--- config.mk ---
export PLATFORM = sky130hd
export DESIGN_NAME = dbi_decode_16b
export DESIGN_NICKNAME = d
export VERILOG_FILES = /design/src/rtl/dbi_decode_16b.sv
export SDC_FILE = /design/constraint.sdc
export NUM_CORES = 1
export LEC_CHECK = 0
export BUFFER_PORTS_ARGS = -buffer_cell sky130_fd_sc_hd__buf_2
export CORE_ASPECT_RATIO = 1.5
export CORE_UTILIZATION = 46
export CTS_BUF_LIST = sky130_fd_sc_hd__clkbuf_8
export DETAILED_ROUTE_END_ITERATION = 12
export PLACE_DENSITY = 0.87
export REMOVE_ABC_BUFFERS = 1
export SLEW_MARGIN = 20
export SYNTH_ARGS = -nofsm -noshare
export SYNTH_HDL_FRONTEND = slang
export SYNTH_SLANG_ARGS = --single-unit
--- constraint.sdc ---
create_clock -name clk -period 1.9 [get_ports clk]
set_clock_uncertainty 0.1 [all_clocks]
set_input_delay 0.38 -clock clk [delete_from_list [all_inputs] [get_ports clk]]
set_output_delay 0.38 -clock clk [all_outputs]
set_load 0.01 [all_outputs]
--- src/rtl/dbi_decode_16b.sv ---
// DBI receive-side decoder: restores the payload of {dbi_flag, payload} words and queues them in a 2-entry FIFO.
// Define DBI_DECODE_STATS_EN to build the link-activity counters (toggles, inverted words, word count).
module dbi_decode_16b #(
   parameter int unsigned bw    = 16,
   parameter int unsigned cnt_w = 16
) (
   input  logic             clk,
   input  logic             reset,
   input  logic             in_valid,
   input  logic [bw:0]      in_data,
   output logic             in_ready,
   output logic             out_valid,
   output logic [bw-1:0]    out_data,
   input  logic             out_ready,
   input  logic             stat_clr,
   output logic [cnt_w-1:0] toggle_cnt,
   output logic [cnt_w-1:0] inv_cnt,
   output logic [cnt_w-1:0] word_cnt
);

   localparam int unsigned DEPTH = 2;

   logic [bw-1:0] r_mem [DEPTH];
   logic          r_wr_ptr;
   logic          r_rd_ptr;
   logic [1:0]    r_count;

   logic          w_accept;
   logic          w_pop;
   logic [bw-1:0] w_payload;

   // Ready flags come from the registered occupancy only, so no ready path crosses the block.
   assign in_ready  = (r_count != 2'd2);
   assign out_valid = (r_count != 2'd0);
   assign out_data  = r_mem[r_rd_ptr];

   assign w_accept  = in_valid && in_ready;
   assign w_pop     = out_valid && out_ready;
   assign w_payload = in_data[bw] ? ~in_data[bw-1:0] : in_data[bw-1:0];

   always_ff @(posedge clk) begin
      if (reset) begin
         r_mem[0] <= '0;
         r_mem[1] <= '0;
         r_wr_ptr <= 1'b0;
         r_rd_ptr <= 1'b0;
         r_count  <= 2'd0;
      end else begin
         if (w_accept) begin
            r_mem[r_wr_ptr] <= w_payload;
            r_wr_ptr        <= ~r_wr_ptr;
         end
         if (w_pop) begin
            r_rd_ptr <= ~r_rd_ptr;
         end
         r_count <= r_count + 2'(w_accept) - 2'(w_pop);
      end
   end

`ifdef DBI_DECODE_STATS_EN
   localparam int unsigned PC_W  = $clog2(bw + 2);
   localparam int unsigned SUM_W = ((cnt_w > PC_W) ? cnt_w : PC_W) + 1;
   localparam logic [SUM_W-1:0] SAT_MAX = (SUM_W'(1) << cnt_w) - SUM_W'(1);

   logic [bw:0]      r_prev_bus;
   logic [cnt_w-1:0] r_toggle_cnt;
   logic [cnt_w-1:0] r_inv_cnt;
   logic [cnt_w-1:0] r_word_cnt;

   logic [bw:0]      w_diff;
   logic [PC_W-1:0]  w_toggles;

   // Widened add so a popcount larger than the counter range still clamps correctly.
   function automatic logic [cnt_w-1:0] sat_add(input logic [cnt_w-1:0] a,
                                                input logic [PC_W-1:0]  b);
      logic [SUM_W-1:0] s;
      s = SUM_W'(a) + SUM_W'(b);
      return (s > SAT_MAX) ? {cnt_w{1'b1}} : s[cnt_w-1:0];
   endfunction

   assign w_diff = in_data ^ r_prev_bus;

   always_comb begin
      w_toggles = '0;
      for (int unsigned i = 0; i < bw + 1; i++) begin
         w_toggles = w_toggles + PC_W'(w_diff[i]);
      end
   end

   // Clear wins over a same-cycle accept, but the link history still tracks that word.
   always_ff @(posedge clk) begin
      if (reset) begin
         r_prev_bus   <= '0;
         r_toggle_cnt <= '0;
         r_inv_cnt    <= '0;
         r_word_cnt   <= '0;
      end else begin
         if (w_accept) begin
            r_prev_bus <= in_data;
         end
         if (stat_clr) begin
            r_toggle_cnt <= '0;
            r_inv_cnt    <= '0;
            r_word_cnt   <= '0;
         end else if (w_accept) begin
            r_toggle_cnt <= sat_add(r_toggle_cnt, w_toggles);
            r_inv_cnt    <= sat_add(r_inv_cnt, PC_W'(in_data[bw]));
            r_word_cnt   <= sat_add(r_word_cnt, PC_W'(1));
         end
      end
   end

   assign toggle_cnt = r_toggle_cnt;
   assign inv_cnt    = r_inv_cnt;
   assign word_cnt   = r_word_cnt;
`else
   logic w_unused_stat_clr;

   assign w_unused_stat_clr = stat_clr;
   assign toggle_cnt        = '0;
   assign inv_cnt           = '0;
   assign word_cnt          = '0;
`endif

endmodule

=== Yosys cells after proc, flatten, opt, wreduce, memory -nomap -nowiden ===
Memories as Yosys holds them, arrays and structs flattened. A register that Yosys moved wholly into a read port is not among the register bits.
Index checks and enable logic that the tools add are counted.

* Bits in registers: 4
* RAM bits: 32
* Input port bits: 22
* Output and inout port bits: 66
* Word-level logic and storage cells: 25
* Memories: 1

{| class="wikitable"
|+ Memories
! name !! depth !! width !! rd ports !! clocked after Yosys merged registers in !! write ports !! line !! text
|-
| r_mem || 2 || 16 || 1 || 1 || 2 || 23 || <nowiki>logic [bw-1:0] r_mem [DEPTH];</nowiki>
|}

* Add/subtract/negate cells: 2
* Equal/unequal tests: 1
* Muxes and demuxes: 11
* Bitwise gates (word level): 3
* Reductions and logical operators: 4

{| class="wikitable"
|+ Operators with widths
! kind !! count
|-
| two-way mux 16 bit || 2
|-
| inverter 16 bit || 1
|-
| OR reduction 16 bit || 1
|-
| two-way mux 1 bit || 9
|-
| adder 2 x 1 -> 2 bit || 1
|-
| logical AND 1 bit || 2
|-
| inequality test 2 bit, second input constant || 1
|-
| inverter 1 bit || 2
|-
| nonzero test 2 bit || 1
|-
| subtractor 2 x 1 -> 2 bit || 1
|}

=== Depth between registers and ports, before layout ===
* Depth after elaboration: 7
* Depth in mapped cells: 8

=== Worst setup path before layout ===
Ideal clock, no wire load.

* Path type: reg2reg
* Start: register r_count[0]
* End: register r_count[1]
* Library setup time: 0.078 ns
* Arrival time: 1.441 ns
* Data required time: 1.722 ns
* Path slack: 0.282 ns
* Stages on the path, launching flop included: 9
* Path buffers: 0
* Period minus slack after synthesis: 1.618 ns
* Cell sequence: dfxtp_1 nand2b_4 nand2_1 ha_1 inv_1 ha_1 xor2_1 and2_1 nor3_1

* Longest elaborated chain between the ends: 4
* Elaborated cells between the ends (all ways): 6
* Classes of those cells: add/sub: 2; eq/ne: 1; reduce/logical: 3

{| class="wikitable"
|+ Ends and longest elaborated chain
! element !! line !! text
|-
| from (decl) || 26 || <nowiki>logic [1:0] r_count;</nowiki>
|-
| from (signal assigned) || 56 || <nowiki>r_count <= r_count + 2'(w_accept) - 2'(w_pop);</nowiki>
|-
| inequality test 2 bit || 33 || <nowiki>assign in_ready = (r_count != 2'd2);</nowiki>
|-
| via in_ready || 11 || <nowiki>output logic in_ready,</nowiki>
|-
| logical AND 1 bit || 37 || <nowiki>assign w_accept = in_valid && in_ready;</nowiki>
|-
| adder 2 x 1 -> 2 bit || 56 ||
|-
| subtractor 2 x 1 -> 2 bit || 56 ||
|}

The timed path passes the listed nets, and every way through them passes these cells.
A chain may end at the register's enable or synchronous reset.

==> key figures <==
STA
  • Fin Hold WS: 302 ps
  • Final Slew Violations: 0
  • Tcrit/Tclk final: 95.4%
  • RSZ-0062 raised after global routing: false
  • Fin crit period: 1810 ps
  • Final setup viols: 0
  • Max Fclk: 0.552 GHz
  • Setup tns final: 0 ps
  • Final-report hold violation count: 0

Critical path
  • Crit path arrival time: 1330 ps
  • Slowest cell on crit path: mux2_2
  • CP Class: reg -> out
  • Crit-path max FO: 16
  • Largest delay share family, worst path: buffers and inverters
  • Critical Path End Type: output pin
  • Crit path buf inv count: 2
  • CP Cell Sequence: buf_4, mux2_2, buf_2
  • Startpoint Class: register
  • Critical Path RT: ~1400 ps
  • Critical path's largest stage delay: 370 ps

Global route
  • Global route overflow: 0
  • Antenna violations before repair: 0
  • All-Layer GR Usage: 13.3%
  • Number of global-route vias before repair: 1160
  • First-pass GRT wire length: ~5000 µm
  • Pin count of the biggest net entering global routing: 18

Cells and area
  • Commonest non-fill, non-tap cell in the layout: conb_1
  • Most frequent cells in the layout: conb_1 (48), buf_2 (38), nor2_1 (35)
  • Fill count: about 450
  • Final Cell Area: 2360 µm²
  • Layout cells sized above 1: 30.7%
  • Layout area overhead: 6.66%
  • Storage cell area: 1060 µm²
  • Area of the multi-input gates: 888 µm²
  • Post-Layout Cell Count: about 300
  • Antenna diodes: 0
  • # nets final: 261

Clocking
  • Clk_lat worst skew: 280 ps
  • CTS tree: built
  • Inserted Clock Buffers: 5
  • Clk sink count: 37
  • Clock buffer depth: 2
  • CTS clk-pin slew, worst paths: around 60 ps
  • H-tree depth: 2
  • Clock root buffer: clkbuf_8

Synthesis
  • Syn Area/Cell: 11.4 µm²
  • Sequential element share of the synthesized area: 47.9%
  • Number of synthesized register bits: 37
  • Post-synth cell types: 27
  • Synth Cell Area: roughly 2200 µm²
  • Cells after synthesis: 195
  • Synth warnings: 0

Worst hold path
  • Hold Path Class: in -> reg

Place
  • Placed Area: about 2300 µm²
  • Port-buffer cells: 38
  • HPWL after detailed placement: between 2000 and 2500 µm
  • Dpl cells: 294
  • GP Congestion: 0.684

Floorplanning
  • Rows: 30
  • Die X: 58.7 µm
  • Die Footprint: 5110 µm²
  • Starting Density: between 40% and 50%
  • DIE HEIGHT: 87.0 µm
  • Core ar.: around 4600 µm²
  • Ports: 88

Pwr
  • Max VDD drop: 727 µV
  • Pleak: ~1.1 nW
  • P per Cell Area: 1050 nW/µm²

Routing
  • DR vias: 1270
  • Detail Route Antenna Nets: 0
  • Drt wl/cell: between 10 and 15 µm
  • Drt total wl: 3280 µm
  • Vias/cell: 4.21
  • DRT Pass-1 Iters: 5
  • Drt drc: 0
  • Drt initial violations: 23

Run
  • Total of max-cap violations: 0

Outcome
  • Outcome: completed
[Yosys cell counts]
| cell | n | share of area (%) |
|---|---|---|
| a21bo_2 | 1 | 0.45 |
| a21oi_1 | 1 | 0.23 |
| and2_1 | 1 | 0.28 |
| buf_12 | 1 | 0.90 |
| buf_2 | 1 | 0.23 |
| buf_4 | 48 | 16 |
| buf_6 | 3 | 1.5 |
| clkbuf_1 | 2 | 0.34 |
| clkbuf_8 | 1 | 0.62 |
| conb_1 | 1 | 0.17 |
| dfxtp_1 | 5 | 4.5 |
| edfxtp_1 | 32 | 43 |
| ha_1 | 2 | 1.1 |
| inv_1 | 1 | 0.17 |
| mux2_2 | 16 | 8.1 |
| nand2_1 | 1 | 0.17 |
| nand2b_1 | 18 | 5.1 |
| nand2b_4 | 1 | 0.62 |
| nand3_4 | 1 | 0.79 |
| nand3b_4 | 1 | 0.90 |
| nor2_1 | 35 | 5.9 |
| nor2b_1 | 1 | 0.28 |
| nor3_1 | 1 | 0.23 |
| o21a_1 | 1 | 0.34 |
| or2_2 | 1 | 0.28 |
| xnor2_1 | 1 | 0.40 |
| xor2_1 | 17 | 6.7 |
[worst reg2reg max path, stage by stage, from the launching register on]
cell     delay, ps
dfxtp_1        370
o21a_1         240
ha_1           280
inv_1           40
ha_1           190
xor2_1         150
and2_1         150
nor3_1         110
[worst paths after layout]
kind / startpoint / to / slack, ps / cells after the start
worst max-delay path: register / out_data[4] / 90 / 3
worst max register to register: r_count[1] / r_count[1] / 190 / 7
worst min-delay path: reset / r_wr_ptr / 300 / 2
worst min register to register: r_rd_ptr / register / 420 / 2
[final cells by class]
type / instances / share of cell area (%)
Multi-Input combinational cell: 148 / 37.6
Timing Repair Buffer: 44 / 10.5
Clock buffer: 5 / 2.91
Tap cell: 64 / 3.39
Sequential cell: 37 / 44.9
Clock inverter: 3 / 0.582
Inverter: 1 / 0.159
[registers in the layout, summed over array words and instances, names as in the netlist, named ones only]
register	cells
r_count	2
r_mem	32
r_rd_ptr	1
r_wr_ptr	1
[kinds of logic after synthesis]
| group | share of synthesized area, % |
|---|---|
| AND/OR/NAND/NOR | 14.6 |
| buffers and inverters | 20.0 |
| flip-flops | 47.9 |
| XOR/XNOR | 7.11 |
| multiplexers | 8.13 |
| AO/OA/AOI/OAI | 1.02 |
| adder cells (fa/ha/maj) | 1.13 |
| other | 0.169 |
[through the flow]
stage	power [mW]	worst slack (ps)	util, %
CTS	2.50	70.1	51.6
detailed placement	2.01	143	49.8
floorplan	1.69	282	-
finish	2.49	88.0	51.6
global route	2.63	26.5	51.6
global placement	1.98	252	49.8
[repair_timing]
action,CTS,global route
gates resized for setup,0,1
endpoints found under the setup margin,0,1
hold buffers,0,0
setup buffers,0,0
[power by group]
part           internal, mW  leakage, nW  switching (mW)  total, mW
registers              1.06        0.382          0.0609       1.12
clock network         0.248       0.0491           0.251      0.499
logic                 0.398        0.652           0.474      0.871
total                  1.70         1.08           0.785       2.49
[metal layers]
metal	GRT usage, %	vias up	share of wire (%)
li1	-	625	-
met1	12.5	589	34
met2	25.5	49	59
met3	3.12	7	5.1
met4	7.36	0	2.0
met5	0	-	0
No activity file was read; power rests on OpenSTA's default activity.
